--- src/rtl/wb_out_arbiter.sv ---
// wb_out_arbiter
// Merges the result streams of N_LANE writeback lanes onto one valid/ready
// output port. Each lane feeds its own small FIFO, and a registered per-lane
// stall throttles the lane before its FIFO fills. The output register is
// granted round-robin across non-empty FIFOs. A run is sequenced as
// IDLE -> RUN (wait for end_op from every enabled lane) -> DRAIN (empty all
// buffering) -> DONE (one-cycle all_done) -> IDLE.
//
// Ports:
//   clk, rst      clock, synchronous active-high reset
//   start         one-cycle run start, honoured only while idle
//   lane_en       participating lanes, captured on the accepted start
//   in_data       lane i beat at [i*data_width +: data_width]
//   in_valid      lane i beat present
//   lane_end_op   lane i end-of-operation pulse
//   stall         registered back-pressure per lane
//   m_data/m_src  output beat and its source lane
//   m_valid       output beat valid, held until m_ready
//   m_ready       downstream accept
//   all_done      one-cycle pulse closing a run
//   busy          run in progress
//   ovf_err       sticky: a beat was dropped at a full FIFO
module wb_out_arbiter #(
    parameter int data_width = 32,
    parameter int N_LANE     = 4,
    parameter int FIFO_DEPTH = 8
) (
    input  logic                         clk,
    input  logic                         rst,
    input  logic                         start,
    input  logic [N_LANE-1:0]            lane_en,
    input  logic [data_width*N_LANE-1:0] in_data,
    input  logic [N_LANE-1:0]            in_valid,
    input  logic [N_LANE-1:0]            lane_end_op,
    output logic [N_LANE-1:0]            stall,
    output logic [data_width-1:0]        m_data,
    output logic [$clog2(N_LANE)-1:0]    m_src,
    output logic                         m_valid,
    input  logic                         m_ready,
    output logic                         all_done,
    output logic                         busy,
    output logic                         ovf_err
);

    localparam int SRC_W = $clog2(N_LANE);
    localparam int PTR_W = $clog2(FIFO_DEPTH);
    localparam int CNT_W = PTR_W + 1;

    typedef enum logic [1:0] {S_IDLE, S_RUN, S_DRAIN, S_DONE} state_t;

    state_t                  state_q;
    logic [N_LANE-1:0]       lane_en_q;
    logic [N_LANE-1:0]       end_seen_q;
    logic [SRC_W-1:0]        rr_q;
    logic [N_LANE-1:0]       stall_q;
    logic                    m_valid_q;
    logic [data_width-1:0]   m_data_q;
    logic [SRC_W-1:0]        m_src_q;
    logic                    all_done_q;
    logic                    busy_q;
    logic                    ovf_q;

    logic [data_width-1:0]   mem_q    [N_LANE][FIFO_DEPTH];
    logic [PTR_W-1:0]        wr_ptr_q [N_LANE];
    logic [PTR_W-1:0]        rd_ptr_q [N_LANE];
    logic [CNT_W-1:0]        cnt_q    [N_LANE];
    logic [CNT_W-1:0]        cnt_d    [N_LANE];

    logic                    accepting;
    logic                    load;
    logic                    fifos_empty;
    logic [N_LANE-1:0]       ends_now;
    logic [N_LANE-1:0]       nonempty;
    logic [N_LANE-1:0]       wr_req;
    logic [N_LANE-1:0]       push;
    logic [N_LANE-1:0]       pop;
    logic [N_LANE-1:0]       ovf_hit;
    logic                    gnt_found;
    logic [SRC_W-1:0]        gnt_idx;

    // Lane index base+k, wrapping at N_LANE (which need not be a power of 2).
    function automatic logic [SRC_W-1:0] lane_wrap(input logic [SRC_W-1:0] base, input int k);
        int s;
        s = int'(base) + k;
        if (s >= N_LANE) s = s - N_LANE;
        return SRC_W'(s);
    endfunction

    assign accepting   = (state_q == S_RUN) || (state_q == S_DRAIN);
    assign load        = !m_valid_q || m_ready;
    assign fifos_empty = ~|nonempty;
    assign ends_now    = lane_end_op & lane_en_q;

    // Round-robin grant: scanning from the far end down lets the lane
    // closest to rr_q overwrite earlier hits, so it wins.
    always_comb begin
        gnt_found = 1'b0;
        gnt_idx   = '0;
        for (int k = N_LANE - 1; k >= 0; k--) begin
            if (nonempty[lane_wrap(rr_q, k)]) begin
                gnt_found = 1'b1;
                gnt_idx   = lane_wrap(rr_q, k);
            end
        end
    end

    // A full FIFO may still accept a beat when it pops in the same cycle.
    always_comb begin
        nonempty = '0;
        wr_req   = '0;
        push     = '0;
        pop      = '0;
        ovf_hit  = '0;
        for (int i = 0; i < N_LANE; i++) begin
            nonempty[i] = (cnt_q[i] != '0);
            wr_req[i]   = accepting && lane_en_q[i] && in_valid[i];
            pop[i]      = load && gnt_found && (gnt_idx == SRC_W'(i));
            push[i]     = wr_req[i] && ((cnt_q[i] != CNT_W'(FIFO_DEPTH)) || pop[i]);
            ovf_hit[i]  = wr_req[i] && (cnt_q[i] == CNT_W'(FIFO_DEPTH)) && !pop[i];
            cnt_d[i]    = cnt_q[i] + CNT_W'(push[i]) - CNT_W'(pop[i]);
        end
    end

    // FIFO storage (no reset needed; occupancy counters qualify contents)
    always_ff @(posedge clk) begin
        for (int i = 0; i < N_LANE; i++) begin
            if (push[i]) begin
                mem_q[i][wr_ptr_q[i]] <= in_data[i*data_width +: data_width];
            end
        end
    end

    // Control: FIFO pointers, output register, run sequencing
    always_ff @(posedge clk) begin
        if (rst) begin
            state_q    <= S_IDLE;
            lane_en_q  <= '0;
            end_seen_q <= '0;
            rr_q       <= '0;
            stall_q    <= '0;
            m_valid_q  <= 1'b0;
            m_data_q   <= '0;
            m_src_q    <= '0;
            all_done_q <= 1'b0;
            busy_q     <= 1'b0;
            ovf_q      <= 1'b0;
            for (int i = 0; i < N_LANE; i++) begin
                cnt_q[i]    <= '0;
                wr_ptr_q[i] <= '0;
                rd_ptr_q[i] <= '0;
            end
        end else begin
            for (int i = 0; i < N_LANE; i++) begin
                cnt_q[i] <= cnt_d[i];
                if (push[i]) wr_ptr_q[i] <= wr_ptr_q[i] + PTR_W'(1);
                if (pop[i])  rd_ptr_q[i] <= rd_ptr_q[i] + PTR_W'(1);
                // Two slots of headroom cover beats already in flight in the lane.
                stall_q[i] <= lane_en_q[i] && (cnt_d[i] >= CNT_W'(FIFO_DEPTH - 2));
            end

            if (load) begin
                m_valid_q <= gnt_found;
                if (gnt_found) begin
                    m_data_q <= mem_q[gnt_idx][rd_ptr_q[gnt_idx]];
                    m_src_q  <= gnt_idx;
                    rr_q     <= lane_wrap(gnt_idx, 1);
                end
            end

            if (|ovf_hit) ovf_q <= 1'b1;

            all_done_q <= 1'b0;
            case (state_q)
                S_IDLE: begin
                    if (start) begin
                        state_q    <= S_RUN;
                        lane_en_q  <= lane_en;
                        end_seen_q <= '0;
                        ovf_q      <= 1'b0;
                        busy_q     <= 1'b1;
                    end
                end
                S_RUN: begin
                    end_seen_q <= end_seen_q | ends_now;
                    if (((end_seen_q | ends_now) & lane_en_q) == lane_en_q) begin
                        state_q <= S_DRAIN;
                    end
                end
                S_DRAIN: begin
                    // Empty buffers, nothing arriving, and the output register
                    // either idle or handing off its last beat this cycle.
                    if (fifos_empty && !(|wr_req) && load) begin
                        state_q    <= S_DONE;
                        all_done_q <= 1'b1;
                    end
                end
                S_DONE: begin
                    state_q <= S_IDLE;
                    busy_q  <= 1'b0;
                end
                default: state_q <= S_IDLE;
            endcase
        end
    end

    assign stall    = stall_q;
    assign m_data   = m_data_q;
    assign m_src    = m_src_q;
    assign m_valid  = m_valid_q;
    assign all_done = all_done_q;
    assign busy     = busy_q;
    assign ovf_err  = ovf_q;

endmodule

--- config.mk ---
export PLATFORM = sky130hd
export DESIGN_NAME = wb_out_arbiter
export DESIGN_NICKNAME = d
export VERILOG_FILES = /design/src/rtl/wb_out_arbiter.sv
export SDC_FILE = /design/constraint.sdc
export NUM_CORES = 2
export LEC_CHECK = 0
export CORE_MARGIN = 2
export CORE_UTILIZATION = 65
export DETAILED_ROUTE_END_ITERATION = 16
export GPL_ROUTABILITY_DRIVEN = 0
export HOLD_SLACK_MARGIN = 0.05
export PLACE_DENSITY = 0.85
export SLEW_MARGIN = 30
export SYNTH_ARGS = -nofsm -noshare
export SYNTH_HDL_FRONTEND = slang
export SYNTH_SLANG_ARGS = --single-unit
--- constraint.sdc ---
create_clock -name clk -period 15.8 [get_ports clk]
set_input_delay 3.95 -clock clk [delete_from_list [all_inputs] [get_ports clk]]
set_output_delay 3.95 -clock clk [all_outputs]
set_load 0.02 [all_outputs]
## Word level (Yosys, flattened, before mapping)

Memories as Yosys holds them, arrays and structs flattened.
Cells that the tools add are included.

| storage, ports and cells | value |
|---|---|
| register bits | 54 |
| bits in writable memories | 1064 |
| input bits | 144 |
| word-level logic and storage cells | 253 |
| memories kept | 4 |

| operators by class | value |
|---|---|
| $add $sub $neg | 25 |
| magnitude comparators | 22 |
| equality and inequality tests | 18 |
| multiplexer cells | 87 |
| bitwise logic cells | 21 |
| reduce and logical (&&, ||, !) cells | 65 |

Memories:

| name | depth | width | rd ports | clocked after Yosys merged registers in | wr ports | line | RTL |
|---|---|---|---|---|---|---|---|
| mem_q | 4 | 256 | 1 | 0 | 4 | 63 | `logic [data_width-1:0] mem_q [N_LANE][FIFO_DEPTH];` |
| cnt_q | 4 | 4 | 4 | 0 | 4 | 66 | `logic [CNT_W-1:0] cnt_q [N_LANE];` |
| rd_ptr_q | 4 | 3 | 5 | 0 | 4 | 65 | `logic [PTR_W-1:0] rd_ptr_q [N_LANE];` |
| wr_ptr_q | 4 | 3 | 4 | 0 | 4 | 64 | `logic [PTR_W-1:0] wr_ptr_q [N_LANE];` |

Operators with widths:

| kind | count |
|---|---|
| $mux 256 | 4 |
| $demux 32 s3 | 4 |
| $mux 32 | 6 |
| $bmux 32 s3 | 1 |
| $mux 1 | 40 |
| $logic_and 1x1->1 | 35 |
| $add 3x1->3 const B | 8 |
| $mux 2 | 12 |
| $mux 3 | 8 |
| $ge 4x4->1 const B | 5 |
| $mux 4 | 5 |
| $not 3->4 | 5 |
| $add 4x1->4 | 4 |
| $eq 4x4->1 const B | 4 |
| $ge 4x3->1 const B | 4 |
| $lt 4x1->1 const B | 4 |
| $ne 4x4->1 const B | 4 |
| $reduce_bool 4->1 | 4 |
| $sub 4x1->4 | 4 |
| $ge 3x3->1 const B | 4 |
| $lt 2x3->1 const B | 4 |
| $or 1x1->1 | 12 |
| $reduce_or 4->1 | 3 |
| $sub 2x1->2 const B | 5 |
| other kinds (22) | 49 |

## Logic depth before layout (Yosys ltp)

| logic depth | value |
|---|---|
| depth in word-level cells | 17 |
| depth in mapped cells | 18 |
| mapped depth without buffers | 16 |

## Worst setup path before layout

Ideal clock, no wire load.

| timing | value |
|---|---|
| kind | input port to flip-flop |
| start | input m_ready |
| end | memory mem_q[3][224] (netlist name), enable pin |
| library setup time | 461 ps |
| arrival time | 7404 ps |
| required time | 15339 ps |
| slack | 7935 ps |
| stages on the path | 6 |
| path through | nor2b_1 -> a31oi_1 -> nand3_1 -> a31oi_1 -> nand2b_1 -> nor3_1 |

RTL lines:

| what | line | RTL |
|---|---|---|
| start: declaration | 39 | `input logic m_ready,` |
| end: declaration | 63 |  |

==> out/qor.yml <==
maxSlewViolCount: 0
synth_top_cell_by_area: "edfxtp_1"
final_util_pct: 76.3
path_common_cell: "buf_4"
critPathKind: "in2reg"
root_buffer: "clkbuf_16"
io_pins: 186
die_w_um: 265
route.detailed.drc: 0
viasPerCell: 7.25
hold_class: "reg2reg"
cts_buffer_depth: 3
cp-end-kind: "flop"
clock_latency_ns: 0.70
synth.area.top_cells: "edfxtp_1 71%, nand2_1 5.1%, a21oi_1 3.8%"
antenna_found_initial: 3
fin_crit_sh_pct: 50.9
core_area_mm2: 0.0674
crit_path_start_kind: "primary input"
rsz0062_at_grt: "false"
status: "complete, no violations"
htreeDepth: 3
ys.flop_type: "edfxtp_1"
grt_pass1_wl_um: 195000
ant_nets: 0
synth_warnings: 0
crit_chain: "clkdlybuf4s50_1, nor2b_1, a31oi_4, buf_4, nand3_1, a31oi_1, nand2_1, nor2_4, buf_4"
slowest_delay_ns: 0.73
synth_nets: 3318
finalClockSkew_ns: 0.0343
setup_ws_ns: 7.76
synth-seq-cells: 1118
postCtsHoldBufs: 0
tightest_slew_ns: 1.02
syn_area_per_cell_um2: 14.2
grt_pass1_vias: 30373
pre_cts_slack_ns: 7.39
hpwl_um: 78700
grt-ovfl-total: 0
setup_tns_ns: 0
drive_above_1_share_pct: 8.36
drt_iter0_drc: 5711
synthArstFlopShare_pct: 0
nNetsFinal: 3461
synth_top_area_share_pct: 70.9
cp.required_ns: 16.14
wl_um: 136000
dieArea_mm2: 0.0704
cp.arrival_ns: 8.38
layout_min_cycle_time_ns: 8.04
wl_per_cell_um: 32.0
final-hold-violation-count: 0
cts_made_buffers: 108
cts_tree: "done"
cts_resized: 0
path_max_fanout: 27
numClockSinks: 1118
crit_slowest_cell: "a31oi_1"
cap_violations: 0
via_count: 30854
fillCellCount: 3439
ys_seq_area_share_pct: 74.0
cts_setup_buffers: 0
firstDrtPassIters: 9
start_util_pct: 65.9
synthCells: 3135
setup_viol_count_final: 0
rows: 95
maxSlewHeadroom_pct: 32.2
synth_edf_count: 1048
track_usage_pct: 38.2
synth_area_mm2: 0.0444
max_freq_ghz: 0.124
area_growth_pct: 15.8
die_h_um: 265
grt_max_degree: 235
clkTransAtPathRegs_ns: 0.06
portBuffers: 185
ys_types: 44
[cells in the final DEF (no fill, tap or decap), types with 21 or more instances in the layout]
cell type           n
a211o_1            66
a21oi_1           336
a221o_1            64
a221oi_1           64
a32oi_1           128
buf_16             22
buf_4              37
clkbuf_1           27
clkbuf_16         110
clkdlybuf4s50_1   184
clkinv_2           21
dfxtp_1            70
edfxtp_1         1048
ha_1               35
inv_1              32
mux2i_1           132
nand2_1           605
nand3_1            84
nor2_1             66
nor2_4             24
nor4_1             32
[final cells by class]
| class | instances | area, µm² | share of cell area, % |
|---|---|---|---|
| flip-flops and latches | 1118 | 32900 | 63.9 |
| multi-input cells | 1763 | 10800 | 21.0 |
| clock buffers | 148 | 3010 | 5.85 |
| repair buffers | 255 | 2900 | 5.65 |
| well taps | 873 | 1090 | 2.12 |
| clock inverters | 56 | 586 | 1.14 |
| inverters | 32 | 120 | 0.234 |
| diodes | 8 | 20.0 | 0.0389 |
[cell usage after synthesis (3+ instances only)]
cell type / n
a221o_1: 64
dfxtp_1: 70
buf_1: 20
clkbuf_1: 160
mux2i_1: 132
a21o_1: 4
or3b_1: 3
a32oi_1: 128
a31oi_1: 7
nand2b_1: 20
or2_2: 5
nor3_1: 23
fa_1: 4
nand2_1: 606
nor2_1: 90
xnor2_1: 14
a211o_1: 66
nor3b_1: 13
ha_1: 35
edfxtp_1: 1048
nor4_1: 32
buf_2: 42
nor2b_1: 8
nand3_1: 85
and3b_1: 3
a21oi_1: 336
inv_1: 32
a221oi_1: 64
[registers in the layout, summed over array words and instances, names as in the netlist]
| signal | count |
|---|---|
| all_done | 1 |
| busy | 1 |
| cnt_q | 16 |
| end_seen_q | 4 |
| lane_en_q | 4 |
| m_data | 32 |
| m_src | 2 |
| m_valid | 1 |
| mem_q | 1024 |
| ovf_err | 1 |
| rd_ptr_q | 12 |
| rr_q | 2 |
| stall | 4 |
| state_q | 2 |
| wr_ptr_q | 12 |
[cells by family after synthesis]
group / count (synthesis) / synth area share, %
buffers and inverters: 254 / 2.27
XOR/XNOR: 16 / 0.316
AO/OA/AOI/OAI: 683 / 10.8
adder cells (fa/ha/maj): 39 / 1.17
AND/OR/NAND/NOR: 893 / 8.48
flip-flops: 1118 / 74.0
multiplexers: 132 / 2.98
[critical path: cells and delay by family]
family / cells / cell delay, ns
buffers and inverters: 3 / 1.54
AOI/OAI and AO/OA: 2 / 1.41
and+or+nand+nor: 4 / 1.43
[worst paths after layout]
| kind | endpoint | slack (ns) | start | depth (start not counted) |
|---|---|---|---|---|
| max | mem_q[1][79] | 7.76 | m_ready | 9 |
| min | end_seen_q[0] | 0.48 | end_seen_q[0] | 2 |
| max reg2reg | m_data[20] | 9.90 | cnt_q[0][2] | 14 |
| min reg2reg | end_seen_q[0] | 0.48 | end_seen_q[0] | 2 |
[metal layers]
layer / global-route usage (%) / share of wire (%) / vias up
met3: 10.4 / 16 / 647
li1: - / - / 12314
met5: 0 / 0 / -
met1: 48.5 / 31 / 14649
met4: 22.1 / 6.7 / 0
met2: 59.8 / 46 / 3244
[metrics by stage]
step           hold WS [ns]  area, µm²  cells
4_1_cts               0.481      51300   4242
3_3_place_gp          0.445      47100   4015
2_1_floorplan         0.428      44400   3135
3_5_place_dp          0.464      47700   4038
5_1_grt               0.518      51400   4245
6_report              0.481      51400   4253
Power is left out: the tool's default activity adds up to more than one toggle a clock period on the data nets, which glitch-free logic cannot reach.
==> RTL edit (config.mk and constraints unchanged) <==
The parameter `N_LANE` goes from 4 to 2.
--- a/src/rtl/wb_out_arbiter.sv
+++ b/src/rtl/wb_out_arbiter.sv
@@ -22,7 +22,7 @@
 //   ovf_err       sticky: a beat was dropped at a full FIFO
 module wb_out_arbiter #(
     parameter int data_width = 32,
-    parameter int N_LANE     = 4,
+    parameter int N_LANE     = 2,
     parameter int FIFO_DEPTH = 8
 ) (
     input  logic                         clk,
Interface: changed (6 resized); port bits go from 186 to 113. No check against the original RTL was run, so the function may have changed too.
==> RTL edit against the original RTL <==
- clock skew up 0.0030 ns
- critical path depth increased by 2
- routed wire length fell by 64%
- hold slack lost 0.017 ns
- design area decreased by 49%
- worst setup slack better by 1.5 ns
- sequential cell count shrank 540
- global-route usage shrank 10 points
- fmax up 23%
- final cell count down 58%
- synthesized area decreased by 50%
- utilization up 0.98 points
- critical endpoint is now stall[1]
==> RTL edit: results <==
[run_status]
status = finished clean

[clock_network]
cts_made_buffers = 53
clk_latency_ns = 0.60
cts_num_sinks = 578

[cells_and_area]
seq_share_pct = 64.6
buffer_area_share_pct = 5.29
nets = 1390
buffers = 141
multi_input_area_share_pct = 20.4
finalNonFillerCells = 1790
fillers = 1753

[route]
wirelength_microns = 49000
met1_length_microns = 18600

[place]
post-place-ws_ns = 8.75
dp.cells = 1687
dpl_cell_area_sq_um = 24100

[synthesis]
syn_nets = 1255
synth_mux_area_share_pct = 14.3
synth_common_cells = edfxtp_1 (524), mux4_2 (104), mux2i_1 (68), dfxtp_1 (54), nor2_1 (50)
synth-edff-count = 524
synthAdderAreaFrac_pct = 1.30
ys_seq_area_share_pct = 75.2

[critical_path]
critPathMaxStageDelay_ns = 0.65
crit_arrival_ns = 6.99
rr_startpoint = cnt_q[0][6]
crit_family = compound AO/OA/AOI/OAI gates
r2r_end = mem_q[0][147]
reg2reg_depth = 8
crit_path_max_fanout = 7
slowest_stage = o21bai_1

[global_route]
grt_pass1_wl_microns = 73700
track_usage_pct = 28.2
grtUsageMet3_pct = 4.02
grt_max_degree = 66
grt_pass1_vias = 11826
use_met2_pct = 46.7

[timing]
worstMarginPinSlew_ns = 1.10
clock.fmax_mhz = 153

[min_path]
worstHoldStart = m_data[8]
==> RTL edit: cell count changes in the layout (fill, tap and decap cells not counted), sizes merged, moves of 66 or more <==
cell / change
mux4: +104
clkbuf: -83
a211o: -66
edfxtp: -524
nand2: -568
clkdlybuf4s50: -72
a21oi: -315
nand3: -79
a32oi: -117
==> RTL edit: how the worst min path moves through the flow <==
stage	end	slack, ns	cells after the start
final	m_data[8]	0.46	2
after global routing	m_data[8]	0.48	2
after CTS	m_data[8]	0.47	2
after detailed placement	m_data[8]	0.45	2
after global placement	m_data[26]	0.44	1
after floorplan	end_seen_q[1]	0.44	2
==> RTL edit: kinds of logic after synthesis <==
| kind of cell | count (synthesis) |
|---|---|
| DFF | 578 |
| muxes | 187 |
| and+or+nand+nor | 162 |
| AOI/OAI and AO/OA | 119 |
| buffers and inverters | 83 |
| adders and majority gates | 22 |
| xor gates and xnor gates | 8 |
